**config.mk**
```make
export PLATFORM = sky130hd
export DESIGN_NAME = pipeline_ctrl_flat
export DESIGN_NICKNAME = d
export VERILOG_FILES = /design/src/rtl/pipeline_ctrl_pkg.sv /design/src/rtl/pipeline_ctrl_if.sv /design/src/rtl/pipeline_ctrl_stall_priority_enc.sv /design/src/rtl/pipeline_ctrl.sv /design/src/flat_wrapper.sv
export SDC_FILE = /design/constraint.sdc
export NUM_CORES = 1
export LEC_CHECK = 0
export CAP_MARGIN = 20
export CORE_MARGIN = 1.5
export CORE_UTILIZATION = 53
export DETAILED_ROUTE_END_ITERATION = 8
export DONT_BUFFER_PORTS = 1
export GPL_TIMING_DRIVEN = 1
export MAX_ROUTING_LAYER = met4
export PLACE_DENSITY = 0.79
export SLEW_MARGIN = 5
export SYNTH_ARGS = -nofsm -noshare
export SYNTH_HDL_FRONTEND = slang
export SYNTH_SLANG_ARGS = --single-unit
```
**constraint.sdc**
```tcl
create_clock -name clk -period 1.54 [get_ports clk]
set_input_delay 0.308 -clock clk [delete_from_list [all_inputs] [get_ports clk]]
set_output_delay 0.308 -clock clk [all_outputs]
set_load 0.01 [all_outputs]
```
**src/rtl/pipeline_ctrl_pkg.sv**
```systemverilog
// Shared definitions for the pipeline stall/flush sequencer: address bus width,
// FSM encodings, stage indices and the stall request/vector types.
package pipeline_ctrl_pkg;

    localparam int ADDR_BUS_WIDTH = 32;
    typedef logic [ADDR_BUS_WIDTH-1:0] addr_bus_t;

    typedef enum logic [1:0] {
        CTRL_RUN      = 2'd0,
        CTRL_WAIT_MEM = 2'd1,
        CTRL_FLUSH    = 2'd2
    } ctrl_state_e;

    localparam int STG_PC     = 0;
    localparam int STG_IF     = 1;
    localparam int STG_ID     = 2;
    localparam int STG_EX     = 3;
    localparam int STG_MEM    = 4;
    localparam int STG_WB     = 5;
    localparam int NUM_STAGES = 6;

    typedef logic [NUM_STAGES-1:0] stall_vec_t;

    typedef struct packed {
        logic req_if;
        logic req_id;
        logic req_ex;
        logic req_mem;
    } stall_req_t;

    // Thermometer mask: every stage from PC up to and including `depth`.
    function automatic stall_vec_t stall_upto(input int depth);
        stall_vec_t v;
        v = '0;
        for (int i = 0; i < NUM_STAGES; i++) begin
            if (i <= depth) v[i] = 1'b1;
        end
        return v;
    endfunction

    localparam stall_vec_t STALL_THRU_MEM = 6'b01_1111;

endpackage

```
**src/rtl/pipeline_ctrl_if.sv**
```systemverilog
// Request/response bundle between the pipeline stages and pipeline_ctrl.
// stall_cycle_cnt (and its width parameter) exist only when STALL_PERF_EN is defined.
interface pipeline_ctrl_if #(
    parameter int ADDR_WIDTH = 32
`ifdef STALL_PERF_EN
    , parameter int STALL_CNT_WIDTH = 32
`endif
);
    logic                  stall_req_if;
    logic                  stall_req_id;
    logic                  stall_req_ex;
    logic                  stall_req_mem;
    logic                  exc_req;
    logic                  eret_req;
    logic [ADDR_WIDTH-1:0] exc_handler_addr;
    logic [ADDR_WIDTH-1:0] epc_in;

    logic                  stall_pc;
    logic                  stall_if;
    logic                  stall_id;
    logic                  stall_ex;
    logic                  stall_mem;
    logic                  stall_wb;
    logic                  flush;
    logic [ADDR_WIDTH-1:0] exc_pc;
`ifdef STALL_PERF_EN
    logic [STALL_CNT_WIDTH-1:0] stall_cycle_cnt;
`endif

    modport master (
        output stall_req_if, stall_req_id, stall_req_ex, stall_req_mem,
        output exc_req, eret_req, exc_handler_addr, epc_in,
        input  stall_pc, stall_if, stall_id, stall_ex, stall_mem, stall_wb,
        input  flush, exc_pc
`ifdef STALL_PERF_EN
        , input stall_cycle_cnt
`endif
    );

    modport slave (
        input  stall_req_if, stall_req_id, stall_req_ex, stall_req_mem,
        input  exc_req, eret_req, exc_handler_addr, epc_in,
        output stall_pc, stall_if, stall_id, stall_ex, stall_mem, stall_wb,
        output flush, exc_pc
`ifdef STALL_PERF_EN
        , output stall_cycle_cnt
`endif
    );

endinterface

```
**src/rtl/pipeline_ctrl_stall_priority_enc.sv**
```systemverilog
// Deepest-request-wins stall encoder: turns the per-stage requests into a
// contiguous stall mask starting at PC. WB is never stalled.
module stall_priority_enc
    import pipeline_ctrl_pkg::*;
(
    input  stall_req_t i_req,
    output stall_vec_t o_stall
);

    always_comb begin
        o_stall = '0;
        if (i_req.req_mem)     o_stall = stall_upto(STG_MEM);
        else if (i_req.req_ex) o_stall = stall_upto(STG_EX);
        else if (i_req.req_id) o_stall = stall_upto(STG_ID);
        else if (i_req.req_if) o_stall = stall_upto(STG_IF);
    end

endmodule

```
**src/rtl/pipeline_ctrl.sv**
```systemverilog
// Central stall/flush sequencer for the 5-stage pipeline. Optional stall
// performance counter is compiled in with the STALL_PERF_EN macro.
module pipeline_ctrl
    import pipeline_ctrl_pkg::*;
#(
    parameter int ADDR_WIDTH = ADDR_BUS_WIDTH
`ifdef STALL_PERF_EN
    , parameter int STALL_CNT_WIDTH = 32
`endif
) (
    input  logic           clk,
    input  logic           rst,
    pipeline_ctrl_if.slave bus
);

    ctrl_state_e           r_state;
    logic                  r_is_eret;
    logic                  r_flush;
    logic [ADDR_WIDTH-1:0] r_exc_pc;

    stall_req_t            w_req;
    stall_vec_t            w_enc_stall;
    stall_vec_t            w_stall;
    logic                  w_exc_any;
    logic                  w_use_epc;
    logic [ADDR_WIDTH-1:0] w_target;

    assign w_req     = {bus.stall_req_if, bus.stall_req_id, bus.stall_req_ex, bus.stall_req_mem};
    assign w_exc_any = bus.exc_req | bus.eret_req;

    stall_priority_enc u_enc (
        .i_req   (w_req),
        .o_stall (w_enc_stall)
    );

    // In RUN the live request picks the vector (ERET wins); in WAIT_MEM the latched type does.
    assign w_use_epc = (r_state == CTRL_RUN) ? bus.eret_req : r_is_eret;
    assign w_target  = w_use_epc ? bus.epc_in : bus.exc_handler_addr;

    // Any accepted or pending exception freezes everything up to MEM so no
    // younger instruction advances before the flush lands.
    always_comb begin
        w_stall = '0;
        if (!rst) begin
            case (r_state)
                CTRL_RUN:      w_stall = w_exc_any ? STALL_THRU_MEM : w_enc_stall;
                CTRL_WAIT_MEM: w_stall = STALL_THRU_MEM;
                default:       w_stall = '0;
            endcase
        end
    end

    always_ff @(posedge clk) begin
        if (rst) begin
            r_state   <= CTRL_RUN;
            r_is_eret <= 1'b0;
            r_flush   <= 1'b0;
            r_exc_pc  <= '0;
        end else begin
            r_flush <= 1'b0;
            case (r_state)
                CTRL_RUN: begin
                    if (w_exc_any) begin
                        if (bus.stall_req_mem) begin
                            r_state   <= CTRL_WAIT_MEM;
                            r_is_eret <= bus.eret_req;
                        end else begin
                            r_state  <= CTRL_FLUSH;
                            r_flush  <= 1'b1;
                            r_exc_pc <= w_target;
                        end
                    end
                end
                CTRL_WAIT_MEM: begin
                    if (!bus.stall_req_mem) begin
                        r_state  <= CTRL_FLUSH;
                        r_flush  <= 1'b1;
                        r_exc_pc <= w_target;
                    end
                end
                CTRL_FLUSH: r_state <= CTRL_RUN;
                default:    r_state <= CTRL_RUN;
            endcase
        end
    end

    assign bus.stall_pc  = w_stall[STG_PC];
    assign bus.stall_if  = w_stall[STG_IF];
    assign bus.stall_id  = w_stall[STG_ID];
    assign bus.stall_ex  = w_stall[STG_EX];
    assign bus.stall_mem = w_stall[STG_MEM];
    assign bus.stall_wb  = w_stall[STG_WB];
    assign bus.flush     = r_flush;
    assign bus.exc_pc    = r_exc_pc;

`ifdef STALL_PERF_EN
    logic [STALL_CNT_WIDTH-1:0] r_stall_cnt;

    always_ff @(posedge clk) begin
        if (rst) begin
            r_stall_cnt <= '0;
        end else if (w_stall[STG_PC] && (r_stall_cnt != '1)) begin
            r_stall_cnt <= r_stall_cnt + 1'b1;
        end
    end

    assign bus.stall_cycle_cnt = r_stall_cnt;
`endif

endmodule
```
**src/flat_wrapper.sv**
```systemverilog
// flat-port wrapper written by rule: the top's interface ports become plain ports
module pipeline_ctrl_flat import pipeline_ctrl_pkg::*;
#(
    parameter int ADDR_WIDTH = ADDR_BUS_WIDTH

)
  (clk, rst, bus_stall_req_if, bus_stall_req_id, bus_stall_req_ex, bus_stall_req_mem, bus_exc_req, bus_eret_req, bus_exc_handler_addr, bus_epc_in, bus_stall_pc, bus_stall_if, bus_stall_id, bus_stall_ex, bus_stall_mem, bus_stall_wb, bus_flush, bus_exc_pc);
  pipeline_ctrl_if #(.ADDR_WIDTH(ADDR_WIDTH)) bus_i ();
  input  logic clk;
  input  logic rst;
  input wire logic [$bits(bus_i.stall_req_if)-1:0] bus_stall_req_if;
  input wire logic [$bits(bus_i.stall_req_id)-1:0] bus_stall_req_id;
  input wire logic [$bits(bus_i.stall_req_ex)-1:0] bus_stall_req_ex;
  input wire logic [$bits(bus_i.stall_req_mem)-1:0] bus_stall_req_mem;
  input wire logic [$bits(bus_i.exc_req)-1:0] bus_exc_req;
  input wire logic [$bits(bus_i.eret_req)-1:0] bus_eret_req;
  input wire logic [$bits(bus_i.exc_handler_addr)-1:0] bus_exc_handler_addr;
  input wire logic [$bits(bus_i.epc_in)-1:0] bus_epc_in;
  output wire logic [$bits(bus_i.stall_pc)-1:0] bus_stall_pc;
  output wire logic [$bits(bus_i.stall_if)-1:0] bus_stall_if;
  output wire logic [$bits(bus_i.stall_id)-1:0] bus_stall_id;
  output wire logic [$bits(bus_i.stall_ex)-1:0] bus_stall_ex;
  output wire logic [$bits(bus_i.stall_mem)-1:0] bus_stall_mem;
  output wire logic [$bits(bus_i.stall_wb)-1:0] bus_stall_wb;
  output wire logic [$bits(bus_i.flush)-1:0] bus_flush;
  output wire logic [$bits(bus_i.exc_pc)-1:0] bus_exc_pc;
  assign bus_i.stall_req_if = bus_stall_req_if;
  assign bus_i.stall_req_id = bus_stall_req_id;
  assign bus_i.stall_req_ex = bus_stall_req_ex;
  assign bus_i.stall_req_mem = bus_stall_req_mem;
  assign bus_i.exc_req = bus_exc_req;
  assign bus_i.eret_req = bus_eret_req;
  assign bus_i.exc_handler_addr = bus_exc_handler_addr;
  assign bus_i.epc_in = bus_epc_in;
  assign bus_stall_pc = bus_i.stall_pc;
  assign bus_stall_if = bus_i.stall_if;
  assign bus_stall_id = bus_i.stall_id;
  assign bus_stall_ex = bus_i.stall_ex;
  assign bus_stall_mem = bus_i.stall_mem;
  assign bus_stall_wb = bus_i.stall_wb;
  assign bus_flush = bus_i.flush;
  assign bus_exc_pc = bus_i.exc_pc;
  pipeline_ctrl #(.ADDR_WIDTH(ADDR_WIDTH)) u_core (.clk(clk), .rst(rst), .bus(bus_i));
endmodule
```
Word level (Yosys, flattened, before mapping)
Index checks and enable logic that the tools add are counted.
{"block": "totals", "reg_bits": 36, "word_cells": 32, "input_bits": 72, "out_inout_bits": 39}
{"block": "op_classes", "eq_ne": 3, "muxes": 19, "bitwise_logic": 1, "reduce_logical": 5}
{"op": "2-to-1 mux 32 bit", "count": 3}
{"op": "one-hot mux 32 bit (2 select lines)", "count": 1}
{"op": "2-to-1 mux 6 bit", "count": 5}
{"op": "one-hot mux 6 bit (2 select lines)", "count": 1}
{"op": "2-to-1 mux 2 bit", "count": 4}
{"op": "one-hot mux 2 bit (2 select lines)", "count": 1}
{"op": "AND reduction 2 bit", "count": 2}
{"op": "2-to-1 mux 1 bit", "count": 3}
{"op": "AND reduction 3 bit", "count": 1}
{"op": "equality test 2 x 1 -> 1 bit (second input constant)", "count": 1}
{"op": "logical NOT 2 bit", "count": 1}
{"op": "!= test 2 x 1 -> 1 bit (second input constant)", "count": 1}
{"op": "!= test 2 bit (second input constant)", "count": 1}
{"op": "one-hot mux 1 bit (2 select lines)", "count": 1}
{"op": "nonzero test 2 bit", "count": 1}
{"op": "OR 1 bit", "count": 1}

Logic depth before layout (Yosys ltp)
{"block": "depth", "ltp_word": 7, "ltp_mapped": 6, "ltp_nobuf": 3}

Hierarchy
A second synthesis with hierarchy kept.
{"block": "unflattened", "hier_cells": 220, "area_unflattened_um2": 2005.7}
{"mod": "pipeline_ctrl", "instances": 1, "area_each_um2": 1959.4, "cells_per_inst": 213}
{"mod": "stall_priority_enc", "instances": 1, "area_each_um2": 46.3, "cells_per_inst": 7}

Least setup slack after synthesis
No wires, ideal clock.
{"block": "synth_path", "kind": "input -> output", "start": "input bus_eret_req", "end": "output bus_stall_pc", "t_required_ns": 1.232, "stages": 5, "t_arrival_ns": 1.444, "n_path_buf": 2, "path_slack_ns": -0.212, "cell_sequence": "or3_1 buf_2 nor4_1 a21boi_0 buf_4"}
{"block": "synth_between", "elab_chain_cells": 4}
{"item": "start: declaration", "line_no": "flat_wrapper.sv:16", "source": "input wire logic [$bits(bus_i.eret_req)-1:0] bus_eret_req;"}
{"item": "OR 1 bit", "line_no": "pipeline_ctrl.sv:29", "source": "assign w_exc_any = bus.exc_req | bus.eret_req;"}
{"item": "2-to-1 mux 6 bit", "line_no": "pipeline_ctrl.sv:46", "source": "CTRL_RUN: w_stall = w_exc_any ? STALL_THRU_MEM : w_enc_stall;"}
{"item": "one-hot mux 6 bit (2 select lines)", "line_no": "pipeline_ctrl.sv:45", "source": "case (r_state)"}
{"item": "2-to-1 mux 6 bit", "line_no": "pipeline_ctrl.sv:44", "source": "if (!rst) begin"}
{"item": "end: declaration", "line_no": "flat_wrapper.sv:19", "source": "output wire logic [$bits(bus_i.stall_pc)-1:0] bus_stall_pc;"}
No other way between the ends.

Final worst setup path
{"block": "layout_path", "start": "register u_core.r_state[0]", "end": "output bus_stall_id"}
{"block": "layout_between", "elab_chain_cells": 3, "elab_cells_between_ends": 4, "classes_between": "1 x eq/ne; 2 x mux; 1 x reduce/logical"}
{"item": "start: declaration", "line_no": "pipeline_ctrl.sv:16", "source": "ctrl_state_e r_state;"}
{"item": "start signal: assignment", "line_no": "pipeline_ctrl.sv:55", "source": "r_state <= CTRL_RUN;"}
{"item": "start signal: assignment", "line_no": "pipeline_ctrl.sv:65", "source": "r_state <= CTRL_WAIT_MEM;"}
{"item": "start signal: assignment", "line_no": "pipeline_ctrl.sv:68", "source": "r_state <= CTRL_FLUSH;"}
{"item": "equality test 2 x 1 -> 1 bit / logical NOT 2 bit (equally long branches)", "line_no": "pipeline_ctrl.sv:45"}
{"item": "one-hot mux 6 bit (2 select lines) *", "line_no": "pipeline_ctrl.sv:45"}
{"item": "2-to-1 mux 6 bit *", "line_no": "pipeline_ctrl.sv:44"}
{"item": "end: declaration", "line_no": "flat_wrapper.sv:21", "source": "output wire logic [$bits(bus_i.stall_id)-1:0] bus_stall_id;"}
Mark *: on every way between the ends. The rest lies on a longest branch, timed or not.

==> metrics.sh <==
RESULT_OF_THE_RUN='complete, but fails checks'
VIOLATIONS='setup timing'
CTS-BUFFERS-INSERTED=5
BOUNDARYPINS=111
CLOCK_TREE_FROM_TRITONCTS='built'
DESIGN_POWER_TOTAL_mW=2.33
GRT_OVERFLOW_TOTAL=0
YS_WARN_COUNT=0
YOSYSUNIQUECELLTYPES=28
MULTI_INPUT_AREA_UM2=1220
WORSTPATHREQUIRED_NS=1.23
CTS.SINKS=36
POST_ROUTE_CELLS_DRIVE_ABOVE_1_SHARE=0.288
SYNTH.AVG_CELL_AREA_UM2=9.14
ARRIVAL_TIME_AT_THE_WORST_ENDPOINT_NS=1.42
DIE_AREA_UM2=4060
WORSTREG2REGEND='u_core.bus.exc_pc[30]'
FP.DIEW_UM=63.7
WORST_R2R_STARTPOINT='u_core.r_state[0]'
MAXUSEDROUTINGLAYER='met4'
SYN-INSTANCE-COUNT=214
DIE_Y_UM=63.7
ROUTEDWLPERCELL_UM=20.8
NUMBER_OF_ANTENNA_DIODES=0
SYN_AREA_UM2=1960
ROWS=21
ANT_NETS=0
FINALHOLDVIOLATIONS=0
AREA.SEQUENTIAL_UM2=722
VIA_COUNT_OF_THE_FIRST_GLOBAL_ROUTING_PASS=1629
CTS.HOLD.BUFFERS_ADDED=0
SYNTH_TOP_CELL_AREA_SHARE=0.369
FINAL_CRITICAL_PATH_SETUP_SLACK_NS=-0.187
DR_WL_MET3_UM=346
CLK_PATH_BUF_DEPTH=2
WORSTSETUPPATHTYPE='flop to output pin'
CRITICAL_PATH.STARTPOINT_TYPE='flop'
UNREPAIRED_SETUP_ENDPOINTS_AFTER_GLOBAL_ROUTING='true'
FIRST_PASS_ITERS=4
MAXIMUM_NUMBER_OF_PINS_ON_ONE_NET_BEFORE_GLOBAL_ROUTE_REPAIR=38
CLOCK_TREE.ROOT_CELL='sky130_fd_sc_hd__clkbuf_8'
FILLERS=259
WORST_SETUP_PATH_ENDPOINT='bus_stall_id'
LAYOUT_COMMON_CELLS='sky130_fd_sc_hd__dfxtp_1 (35), sky130_fd_sc_hd__a21oi_1 (32), sky130_fd_sc_hd__nand3_1 (28)'
POWER-PER-CELL-AREA_nW_PER_UM2=972
GRT_PASS1_WL_MM=7.69
GRTUSAGETOTAL=0.245
COREAREA_UM2=3440
SLACK_OF_THE_WORST_REG_TO_REG_PATH_NS=-0.12
WORSTSETUPSTARTPOINT='u_core.r_state[0]'
END_KIND='output pin'
GLOBALPLACE.CONGESTION=0.737
POST_DRT_VIA_CELL_RATIO=6.68
POST_SYNTH_MAIN_AREA_CONTRIBUTORS='sky130_fd_sc_hd__dfxtp_1 (37%), sky130_fd_sc_hd__a311oi_1 (14%), sky130_fd_sc_hd__a21bo_1 (14%), sky130_fd_sc_hd__a21oi_1 (8.2%), sky130_fd_sc_hd__nand3_1 (8.2%)'
DRC_ERRORS=0
MET2_LENGTH_MM=2.79
WL_MET1_MM=2.15
PLACE.PORT_BUFFERS=0
IR_WORST_VDD_uV=562
DRT_FIRST_ITER_VIOLATIONS=96
LAYOUT_COMMONEST_CELL='sky130_fd_sc_hd__dfxtp_1'
POSTSYNTHNETCOUNT=286
FINAL_NETS=283
SYN_TO_FINAL_GROWTH_PCT=22.6
STATIC-LEAKAGE-POWER_nW=0.899
YS_SEQ_AREA_FRAC=0.369
ANTENNA_FOUND_INITIAL=0
PATH_MAX_FANOUT=4
TIMING.CLOCK.SKEW_NS=0.00325
WIRELENGTH_MM=5.36
WORSTSKEWPAIRLATENCY_NS=0.27
HOLD_PATH_CLASS='input port to flop'
DP_HPWL_MM=3.19
POSTSYNTHREGISTERBITS=36
FINAL_UTIL=0.696
DR_TOTAL_VIAS=1723
H-TREE-DEPTH=2
FINAL-SETUP-VIOL-COUNT=37
SLEW_VIOLATIONS=0
FINALWORSTPATHREQUIREDPERIOD_NS=1.73
FMAX_MHz=579
WORSTREGTOREGCELLS=5
CAP_VIOLATIONS=0
SYNTH_TOP_CELL_BY_AREA='sky130_fd_sc_hd__dfxtp_1'
FIN_CRIT_SHARE=1.12
INITIAL_CORE_UTILIZATION=0.568
CTS.CLK_SLEW.WORST_PATHS_NS=0.07
## cells in the mapped netlist
library cell / count
sky130_fd_sc_hd__a21bo_1: 27
sky130_fd_sc_hd__a21bo_2: 5
sky130_fd_sc_hd__a21boi_0: 1
sky130_fd_sc_hd__a21oi_1: 32
sky130_fd_sc_hd__a311oi_1: 31
sky130_fd_sc_hd__a311oi_2: 1
sky130_fd_sc_hd__a32oi_1: 1
sky130_fd_sc_hd__and2_1: 1
sky130_fd_sc_hd__and3_1: 1
sky130_fd_sc_hd__buf_1: 6
sky130_fd_sc_hd__buf_2: 1
sky130_fd_sc_hd__buf_4: 2
sky130_fd_sc_hd__buf_6: 8
sky130_fd_sc_hd__clkbuf_1: 13
sky130_fd_sc_hd__conb_1: 1
sky130_fd_sc_hd__dfxtp_1: 36
sky130_fd_sc_hd__inv_1: 1
sky130_fd_sc_hd__nand3_1: 32
sky130_fd_sc_hd__nand4bb_1: 1
sky130_fd_sc_hd__nor2_1: 4
sky130_fd_sc_hd__nor2b_1: 2
sky130_fd_sc_hd__nor3_1: 1
sky130_fd_sc_hd__nor4_1: 1
sky130_fd_sc_hd__o21a_1: 1
sky130_fd_sc_hd__o21ai_2: 1
sky130_fd_sc_hd__o31a_1: 1
sky130_fd_sc_hd__or3_1: 1
sky130_fd_sc_hd__or3b_1: 1
## how the worst min path moves through the flow
stage,from,end,slack [ns],cells after the start
2_1_floorplan,bus_stall_req_mem,u_core.r_state[0],0.45,1
3_3_place_gp,rst,u_core.bus.exc_pc[8],0.38,1
3_5_place_dp,rst,u_core.bus.exc_pc[8],0.38,1
4_1_cts,rst,u_core.bus.exc_pc[8],0.09,1
5_1_grt,rst,u_core.bus.exc_pc[2],0.08,1
6_report,rst,u_core.bus.exc_pc[2],0.09,1
## what timing repair did
item | in CTS | in global routing
setup buffers | 1 | 3
endpoints found under the setup margin | 37 | 37
gates resized for setup | 9 | 24
pin swaps | 1 | 25
gates cloned | 0 | 4
## cells by family (layout without fill, tap and decap cells)
group           count (synthesis)  after routing  share of synthesized area
simple gates                   45             45                      0.122
buf+inv                        31             29                     0.0947
other cells                     1              1                    0.00192
flops                          36             36                      0.369
compound gates                101            101                      0.413
## stage by stage
stage | hold slack (ns) | setup WS, ns | area [µm²] | std cells | setup TNS [ns]
after floorplan | 0.454 | -0.0227 | 1990 | 214 | -0.0356
after global placement | 0.380 | 0.00926 | 2000 | 242 | 0
after detailed placement | 0.381 | -0.0566 | 2000 | 242 | -0.782
after CTS | 0.0869 | -0.193 | 2140 | 251 | -1.16
after global routing | 0.0815 | -0.269 | 2400 | 258 | -4.62
final | 0.0942 | -0.187 | 2400 | 258 | -2.98
## final cells by class
type,instances,area share
Sequential cell,36,0.301
Tap cell,46,0.0240
Multi-Input combinational cell,147,0.511
Inverter,1,0.00157
Timing Repair Buffer,20,0.125
Clock buffer,8,0.0376
## registers in the layout (all words and copies together), names as in the netlist
name	flops
u_core.r_state	2
u_core.bus.exc_pc	32
u_core.bus.flush	1
u_core.r_is_eret	1
## power by group
part           switching, mW  leakage (nW)  internal, mW
Combinational          0.270         0.555         0.278
Sequential            0.0948         0.298          1.02
Clock                  0.307        0.0455         0.365
## metal layers
metal,track usage,up-vias
li1,-,815
met1,0.271,813
met2,0.438,88
met3,0.0563,7
met4,0.0707,0
met5,-,-
## worst max-delay path: stages (launching register included)
cell                      delay (ns)
sky130_fd_sc_hd__dfxtp_2        0.33
sky130_fd_sc_hd__or3_4          0.40
sky130_fd_sc_hd__nor4_4         0.18
sky130_fd_sc_hd__nor3_1         0.09
sky130_fd_sc_hd__buf_4          0.15
Note: power is estimated with default switching activity, not from simulation.
